<file path="config.mk">
export PLATFORM = sky130hd
export DESIGN_NAME = fifo_ctrl
export DESIGN_NICKNAME = d
export VERILOG_FILES = /design/src/rtl/fifo_ctrl.sv
export SDC_FILE = /design/constraint.sdc
export NUM_CORES = 1
export LEC_CHECK = 0
export BUFFER_PORTS_ARGS = -buffer_cell sky130_fd_sc_hd__buf_2
export CORE_MARGIN = 2
export CORE_UTILIZATION = 40
export DETAILED_ROUTE_END_ITERATION = 16
export PLACE_DENSITY = 0.74
export SKIP_LAST_GASP = 1
export SLEW_MARGIN = 20
export SYNTH_ARGS = -nofsm -noshare
export SYNTH_HDL_FRONTEND = slang
export SYNTH_SLANG_ARGS = --single-unit
</file>
<file path="constraint.sdc">
create_clock -name i_clk -period 1.9 [get_ports i_clk]
set_input_delay 0.19 -clock i_clk [delete_from_list [all_inputs] [get_ports i_clk]]
set_output_delay 0.19 -clock i_clk [all_outputs]
set_load 0.005 [all_outputs]
</file>
<file path="src/rtl/fifo_ctrl.sv">
// FIFO pointer/occupancy controller: write/read addresses, count, registered full/empty flags and a 3-state FSM.
// Optional sticky overflow/underflow flags are built when FIFO_CTRL_ERR_EN is defined.
module fifo_ctrl #(
   parameter int AW = 4
) (
   input  logic          i_clk,
   input  logic          i_rst,
   input  logic          i_wr,
   input  logic          i_rd,
   output logic          o_wr_en,
   output logic          o_rd_en,
   output logic [AW-1:0] o_waddr,
   output logic [AW-1:0] o_raddr,
   output logic [AW:0]   o_count,
   output logic          o_full,
   output logic          o_empty,
   output logic [1:0]    o_state
`ifdef FIFO_CTRL_ERR_EN
   ,
   input  logic          i_clr_err,
   output logic          o_ovf,
   output logic          o_udf
`endif
);

   typedef enum logic [1:0] {
      S_EMPTY = 2'b00,
      S_MID   = 2'b01,
      S_FULL  = 2'b10
   } state_t;

   localparam logic [AW:0] CNT_ONE     = (AW+1)'(1);
   localparam logic [AW:0] CNT_LAST    = {1'b0, {AW{1'b1}}};
   localparam logic [AW-1:0] PTR_ONE   = AW'(1);

   state_t state;
   logic   wr_only;
   logic   rd_only;

   // Request/accept: i_wr/i_rd are requests held by the source; o_wr_en/o_rd_en
   // say the request is accepted this cycle, and only accepted requests change state.
   assign o_rd_en = i_rd & ~o_empty;
   assign o_wr_en = i_wr & (~o_full | o_rd_en);
   assign wr_only = o_wr_en & ~o_rd_en;
   assign rd_only = o_rd_en & ~o_wr_en;
   assign o_state = state;

   always_ff @(posedge i_clk or posedge i_rst) begin
      if (i_rst) begin
         o_waddr <= '0;
         o_raddr <= '0;
         o_count <= '0;
      end else begin
         if (o_wr_en) o_waddr <= o_waddr + PTR_ONE;
         if (o_rd_en) o_raddr <= o_raddr + PTR_ONE;
         if (wr_only)      o_count <= o_count + CNT_ONE;
         else if (rd_only) o_count <= o_count - CNT_ONE;
      end
   end

   // Flags are registered alongside the state so they always agree with it.
   always_ff @(posedge i_clk or posedge i_rst) begin
      if (i_rst) begin
         state   <= S_EMPTY;
         o_empty <= 1'b1;
         o_full  <= 1'b0;
      end else begin
         case (state)
            S_EMPTY: begin
               if (wr_only) begin
                  state   <= S_MID;
                  o_empty <= 1'b0;
               end
            end
            S_MID: begin
               if (wr_only && o_count == CNT_LAST) begin
                  state  <= S_FULL;
                  o_full <= 1'b1;
               end else if (rd_only && o_count == CNT_ONE) begin
                  state   <= S_EMPTY;
                  o_empty <= 1'b1;
               end
            end
            S_FULL: begin
               if (rd_only) begin
                  state  <= S_MID;
                  o_full <= 1'b0;
               end
            end
            default: begin
               state   <= S_EMPTY;
               o_empty <= 1'b1;
               o_full  <= 1'b0;
            end
         endcase
      end
   end

`ifdef FIFO_CTRL_ERR_EN
   // Clear wins over a same-cycle set.
   always_ff @(posedge i_clk or posedge i_rst) begin
      if (i_rst) begin
         o_ovf <= 1'b0;
         o_udf <= 1'b0;
      end else if (i_clr_err) begin
         o_ovf <= 1'b0;
         o_udf <= 1'b0;
      end else begin
         if (i_wr && o_full && !o_rd_en) o_ovf <= 1'b1;
         if (i_rd && o_empty)            o_udf <= 1'b1;
      end
   end
`endif

endmodule

</file>
; ---- After elaboration in Yosys (flattened, before gate mapping)
; Cells that the tools add are included.
[word_totals]
word_cells = 52
rom_bits = 0
n_memories = 0
ramBits = 0
register_bits = 17
latch_bits = 0
input_bits = 4
out_inout_bits = 19
[classes]
n_mux = 14
eq_ne = 10
shift = 0
n_reduce_logical = 7
n_lt_le_gt_ge = 0
addsub = 4
multipliers = 0
bitwise = 11
div = 0
[op_table]
columns = op, count
row1 = two-way mux 5 bit, 2
row2 = "!= test 2 bit, second input constant", 5
row3 = "adder 4 x 1 -> 4 bit, second input constant", 2
row4 = two-way mux 2 bit, 4
row5 = inverter 1 bit, 6
row6 = one-hot mux 1 bit (3 select lines), 2
row7 = one-hot mux 2 bit (3 select lines), 1
row8 = AND reduction 3 bit, 2
row9 = "adder 5 x 1 -> 5 bit, second input constant", 1
row10 = "equality test 5 x 1 -> 1 bit, second input constant", 1
row11 = "equality test 5 x 4 -> 1 bit, second input constant", 1
row12 = two-way mux 1 bit, 5
row13 = "subtractor 5 x 1 -> 5 bit, second input constant", 1
row14 = bitwise AND 1 bit, 4
row15 = AND reduction 4 bit, 1
row16 = "!= test 3 bit, second input constant", 1
row17 = "equality test 2 x 1 -> 1 bit, second input constant", 1
row18 = "equality test 2 bit, second input constant", 1
row19 = logical AND 1 bit, 2
row20 = logical NOT 2 bit, 1
row21 = nonzero test 2 bit, 1
row22 = OR 1 bit, 1

; ---- Depth between registers and ports, before layout
; Gate-level depths: netlist of run 1.
[depth]
word_depth = 10
depth_mapped = 7
mapped_depth_nobuf = 7

; ---- Worst setup path after synthesis of run 1
; Ideal clock, no wire load.
[synth_path]
path_type = register to register
startpoint = register o_empty
endpoint = register o_count[3]
synth_period_minus_slack_ps = 1881
required_ps = 1821
setup_ps = 79
setup_slack_ps = 19
path_buffers = 0
path_stages_with_launch = 7
arrival_ps = 1801
path_cell_list = dfstp_2 > nand2b_1 > a21boi_2 > ha_1 > or4_1 > a21oi_2 > xor2_1
[synth_between]
elab_chain_len = 7
word_cells_on_any_way = 10
classes_between = mux: 1 / bitwise: 8 / reduce/logical: 1
[synth_lines]
columns = item, line_no
row1 = from (decl), 16  ; output logic o_empty,
row2 = from (signal assigned), 65  ; o_empty <= 1'b1;
row3 = from (signal assigned), 72  ; o_empty <= 1'b0;
row4 = from (signal assigned), 81  ; o_empty <= 1'b1;
row5 = inverter 1 bit (*), 42  ; assign o_rd_en = i_rd & ~o_empty;
row6 = bitwise AND 1 bit (*), 42
row7 = OR 1 bit (*), 43  ; assign o_wr_en = i_wr & (~o_full | o_rd_en);
row8 = bitwise AND 1 bit (*), 43
row9 = named net o_wr_en, 10  ; output logic o_wr_en,
row10 = inverter 1 bit, 45  ; assign rd_only = o_rd_en & ~o_wr_en;
row11 = bitwise AND 1 bit, 45
row12 = nonzero test 2 bit (no line), n/a
row13 = to (signal assigned), 56  ; if (wr_only) o_count <= o_count + CNT_ONE;
row14 = to (signal assigned), 57  ; else if (rd_only) o_count <= o_count - CNT_ONE;
row15 = to (decl), 14  ; output logic [AW:0] o_count,
; Mark *: on every way through the listed nets, which the timed path passes. The rest lies on a longest branch.
; A chain may end at the register's enable or synchronous reset.

; ---- Worst setup path in the final report of run 1
[layout_path]
startpoint = register o_empty
endpoint = register o_count[3]
[layout_between]
elab_chain_len = 7
word_cells_on_any_way = 10
classes_between = mux: 1 / bitwise: 8 / reduce/logical: 1
[layout_lines]
columns = item, line_no
row1 = inverter 1 bit (*), 42
row2 = bitwise AND 1 bit (*), 42
row3 = OR 1 bit, 43
row4 = bitwise AND 1 bit, 43
row5 = inverter 1 bit, 45
row6 = bitwise AND 1 bit, 45
row7 = nonzero test 2 bit (no line), n/a
; Every way passes the cells marked *; elsewhere a longest branch is shown, timed or not.

==> results.cfg, run 1 <==
[power]
power_density_mw_per_mm2 = 1460
p_leak_nw = 0.554
vdd_drop_max_mv = 0.784

[cells_and_area]
final_cell_mix = buf_2 (22), dfrtp_1 (16), ha_1 (8), inv_1 (7)
fin_nets = 129
syn_to_final_growth_pct = 21.5
diodes = 0
layout_commonest_cell = buf_2
drive_above_1_share_pct = 28.4
fin_util_pct = 51.1

[yosys]
yosysSeqAreaShare_pct = 46.3
synthCells = 86
avgSynthCellArea_um2 = 10.7
netlist_area_um2 = 921
ys.flop_type = dfrtp_1
synth_edf_count = 0
ys_ff_latch = 17
synth_warnings = 0
syn_nets = 98
synthArstFlopShare_pct = 100
ys_types = 33

[hold_path]
min_path_cells = 3
hp-class = in2reg
hp-start = i_wr
min_to = o_waddr[3]$_DFFE_PP0P_

[worst_setup_path]
rrSetupSlack_ps = 130
critPathRequiredTime_ps = 2110
path_class = reg2reg
crit_path_end_kind = flip-flop
start_kind = flip-flop
regToRegStartpoint = o_empty$_DFFE_PP1P_
path_max_fanout = 2
r2r-end = o_count[3]$_DFFE_PP0P_
arrival_ps = 1980
reg2reg_depth = 6

[drt]
firstDrtPassIters = 4
ant_nets = 0
vias = 706
wl_per_cell_um = 11.6
routed_wl_um = 1670
first_iter_violations = 8
viasPerCell = 4.90
remaining_drc_errors = 0

[global_routing]
antenna_found_initial = 0
grt_max_degree = 18
gr-usage-all-layers_pct = 14.1
grt_first_pass_wirelength_um = 2840
grt_pass1_vias = 656
grt.overflow.total = 0

[sta]
finalClockSkew_ps = 1.13
clock.fmax_ghz = 0.564
slew_viol_final = 0
min_period_over_period_pct = 93.3
setup_viol = 0
setup_tns_ps = 0
fin_crit_ps = 1770
hold_viol_final = 0
rsz0062_at_grt = no
tightest_slew_ps = 615
relSlewSlack_pct = 58.9

[cts]
cts_tree = yes
cts_root_buf = clkbuf_4
cts_htree_levels = 1
cts.sinks = 17
worstSkewPairLatency_ps = 280
clockBufferDepth = 2
clkTransAtPathRegs_ps = 90
numCtsBuffers = 3

[floorplan]
core-area_mm2 = 0.00219
die_w_um = 52.0
fp.dieH_um = 52.0
die_area_mm2 = 0.00270
rows = 17
io_pins = 23
start_util_pct = 42.0

[placed_design]
io_buffers = 22
gp_congestion = 0.754
hpwl_um = 1290

[status]
status = completed

[run]
maxCapViolCount = 0
-- routing by layer --
layer  share of wire [%]  vias up  routed length (µm)  global-route usage [%]
met5                   0        -                   0                       0
met4                0.48        0                   8                    5.26
met3                 5.4        2                  91                    2.59
met2                  46       16                 777                    23.2
met1                  48      334                 795                    18.4
li1                    -      354                   -                       -
-- final cells by class --
class                      count  area, µm²
sequential                    17        427
timing repair buffer          27        150
tap                           28       35.0
inverter                       8       30.0
multi-input combinational     60        450
fill                         204       1070
clock buffer                   4       26.3
-- sequential cells by signal, indices dropped and copies added (netlist names) --
name     count
o_empty      1
o_raddr      4
o_waddr      4
o_state      2
o_full       1
o_count      5
-- cells in the mapped netlist (2+ instances only) --
cell / n / area, µm²
a21oi_1: 3 / 15.0
and3_1: 2 / 12.5
dfrtp_1: 16 / 400
ha_1: 8 / 100
inv_1: 7 / 26.3
nand2_1: 6 / 22.5
nand2b_1: 5 / 31.3
nand4_1: 2 / 12.5
nor2_1: 4 / 15.0
o211ai_1: 2 / 15.0
xnor2_1: 6 / 52.6
xor2_1: 4 / 35.0
-- worst max-delay path: stages (launching register included) --
cell and delay (ps):
dfstp_2 540, nand2b_1 130, a21boi_2 70, ha_1 210, or4_1 420, a21oi_2 170
xor2_1 150
-- power by group --
part | total [W] | switching (W) | internal [W]
Clock | 0.000186 | 0.000104 | 0.0000814
Combinational | 0.000716 | 0.000327 | 0.000388
Sequential | 0.000727 | 0.000192 | 0.000534
Total | 0.00163 | 0.000624 | 0.00100
-- worst max path at each step --
stage	from	end	slack, ps	depth (start not counted)
after floorplan	o_empty$_DFFE_PP1P_	o_count[3]$_DFFE_PP0P_	20	6
after global placement	o_empty$_DFFE_PP1P_	o_count[3]$_DFFE_PP0P_	180	6
after detailed placement	o_empty$_DFFE_PP1P_	o_count[3]$_DFFE_PP0P_	130	6
after CTS	o_empty$_DFFE_PP1P_	o_count[3]$_DFFE_PP0P_	90	6
after global routing	o_empty$_DFFE_PP1P_	o_count[3]$_DFFE_PP0P_	30	6
final	o_empty$_DFFE_PP1P_	o_count[3]$_DFFE_PP0P_	130	6
-- through the flow --
stage	worst slack, ps	instance area [µm²]	hold slack (ps)	total power [W]	instances
2_1_floorplan	19.4	921	115	0.00116	86
3_3_place_gp	177	1070	304	0.00141	138
3_5_place_dp	128	1070	308	0.00145	138
4_1_cts	88.9	1110	204	0.00165	143
5_1_grt	34.3	1120	227	0.00179	144
6_report	127	1120	211	0.00163	144
-- cells by family (layout without fill, tap and decap cells) --
kind of cell               after synthesis  in the layout  synth area share, %
AOI/OAI and AO/OA                       15             15                 11.5
adders and majority gates                8              8                 10.9
and+or+nand+nor                         25             25                 14.7
buffers and inverters                    9             39                 4.76
DFF                                     17             17                 46.3
xor gates and xnor gates                10             10                 9.51
muxes                                    2              2                 2.31
-- timing repair --
action / 4_1_cts / 5_1_grt
hold endpoints to repair: 11 / 0
setup buffers: 0 / 1
gates resized for setup: 0 / 0
hold buffers: 1 / 0
endpoints found under the setup margin: 0 / 1
(Power assumes the default switching activity.)
==> inputs of run 2 (changes only) <==
--- a/config.mk
+++ b/config.mk
@@ -7,9 +7,9 @@
 export LEC_CHECK = 0
 export BUFFER_PORTS_ARGS = -buffer_cell sky130_fd_sc_hd__buf_2
 export CORE_MARGIN = 2
-export CORE_UTILIZATION = 40
+export CORE_UTILIZATION = 46
 export DETAILED_ROUTE_END_ITERATION = 16
-export PLACE_DENSITY = 0.74
+export PLACE_DENSITY = 0.82
 export SKIP_LAST_GASP = 1
 export SLEW_MARGIN = 20
 export SYNTH_ARGS = -nofsm -noshare
==> results.cfg, run 2 (synthesis results as in run 1) <==
[power]
p_leak_nw = 0.553
power_density_mw_per_mm2 = 1480
vdd_drop_max_mv = 0.942

[floorplan]
die_area_mm2 = 0.00238
core-area_mm2 = 0.00192
fp.dieH_um = 48.7
io_pins = 23
rows = 16
start_util_pct = 47.9
die_w_um = 48.7

[cts]
clockBufferDepth = 2
worstSkewPairLatency_ps = 290
cts_root_buf = clkbuf_4
cts.sinks = 17
clkTransAtPathRegs_ps = 110
cts_htree_levels = 1
cts_setup_buffers = 0
numCtsBuffers = 3
cts_tree = yes

[drt]
viasPerCell = 5.11
vias = 726
wl_per_cell_um = 13.0
ant_nets = 0
remaining_drc_errors = 0
routed_wl_um = 1850
firstDrtPassIters = 4
first_iter_violations = 15

[placed_design]
io_buffers = 22
hpwl_um = 1380
gp_congestion = 0.735

[cells_and_area]
fin_nets = 128
final_cell_mix = buf_2 (22), dfrtp_1 (16), ha_1 (8), inv_1 (7)
diodes = 0
syn_to_final_growth_pct = 21.5
layout_commonest_cell = buf_2
top_regs = o_count x5, o_raddr x4, o_waddr x4
largest_reg_flops = 5
fin_util_pct = 58.2
largest-register = o_count
drive_above_1_share_pct = 29.6

[global_routing]
antenna_found_initial = 0
grt_pass1_vias = 674
grt.overflow.total = 0
gr-usage-all-layers_pct = 16.7
grt_first_pass_wirelength_um = 3110
grt_max_degree = 18

[worst_setup_path]
critPathRequiredTime_ps = 2120
start_kind = flip-flop
crit_path_end_kind = flip-flop
path_class = reg2reg
path_max_fanout = 4
arrival_ps = 2030

[sta]
hold_viol_final = 0
setup_tns_ps = 0
fin_crit_ps = 1810
clock.fmax_ghz = 0.554
min_period_over_period_pct = 95.0
rsz0062_at_grt = no
slew_viol_final = 0
setup_viol = 0
tightest_slew_ps = 646
relSlewSlack_pct = 56.9
finalClockSkew_ps = 6.67

[status]
status = completed

[hold_path]
hp-class = in2reg

[run]
maxCapViolCount = 0
run 2: critical path, cell delays in order, from the launching register on:
cell and delay, ps:
dfstp_2 570, nand2b_4 130, a21boi_2 60, ha_1 220, or4_1 430, a21oi_2 170, xor2_1 160
run 2: where the power goes:
| part | total (W) | internal [W] | switching [W] |
|---|---|---|---|
| registers | 0.000732 | 0.000534 | 0.000197 |
| clock network | 0.000198 | 0.0000782 | 0.000120 |
| logic | 0.000722 | 0.000389 | 0.000333 |
run 2: layer usage:
layer / global-route usage [%] / part of all wire, % / wire length (µm) / vias to the layer above
met5: 0 / 0 / 0 / -
met4: 4.29 / 0 / 0 / 0
met1: 21.5 / 45 / 827 / 351
li1: - / - / - / 353
met2: 29.0 / 51 / 939 / 22
met3: 2.78 / 4.6 / 85 / 0
run 2: path summary, 6_finish.rpt:
check	from	endpoint	slack, ps	cells past startpoint
worst max-delay path	o_empty$_DFFE_PP1P_	o_count[3]$_DFFE_PP0P_	90	6
worst min-delay path	i_wr	o_waddr[3]$_DFFE_PP0P_	220	3
worst max register to register	o_empty$_DFFE_PP1P_	o_count[3]$_DFFE_PP0P_	90	6
worst min register to register	o_waddr[3]$_DFFE_PP0P_	o_waddr[3]$_DFFE_PP0P_	470	1
max in group asynchronous	i_rst	o_raddr[3]$_DFFE_PP0P_	970	3
min in group asynchronous	i_rst	o_raddr[0]$_DFFE_PP0P_	520	3
run 2: cell type report:
class | instances | area [µm²]
Timing Repair Buffer | 26 | 143
Tap cell | 27 | 33.8
Sequential cell | 17 | 427
Inverter | 8 | 30.0
Clock inverter | 1 | 5.00
Clock buffer | 3 | 22.5
Multi-Input combinational cell | 60 | 458
Fill cell | 179 | 803
run 2: metrics by stage:
step | power [W] | area [µm²] | hold WS (ps) | worst slack, ps | std cells
after global routing | 0.00180 | 1120 | 220 | 18.8 | 142
after floorplan | 0.00116 | 921 | 115 | 19.4 | 86
final | 0.00165 | 1120 | 218 | 94.6 | 142
after detailed placement | 0.00146 | 1070 | 313 | 99.8 | 137
after CTS | 0.00166 | 1110 | 213 | 58.1 | 142
after global placement | 0.00140 | 1070 | 302 | 183 | 137
run 2: timing repair:
| action | in CTS | in global routing |
|---|---|---|
| hold buffers | 1 | 0 |
| endpoints found under the hold margin | 16 | 0 |
| setup endpoints to repair | 0 | 1 |
| gates resized for setup | 0 | 1 |
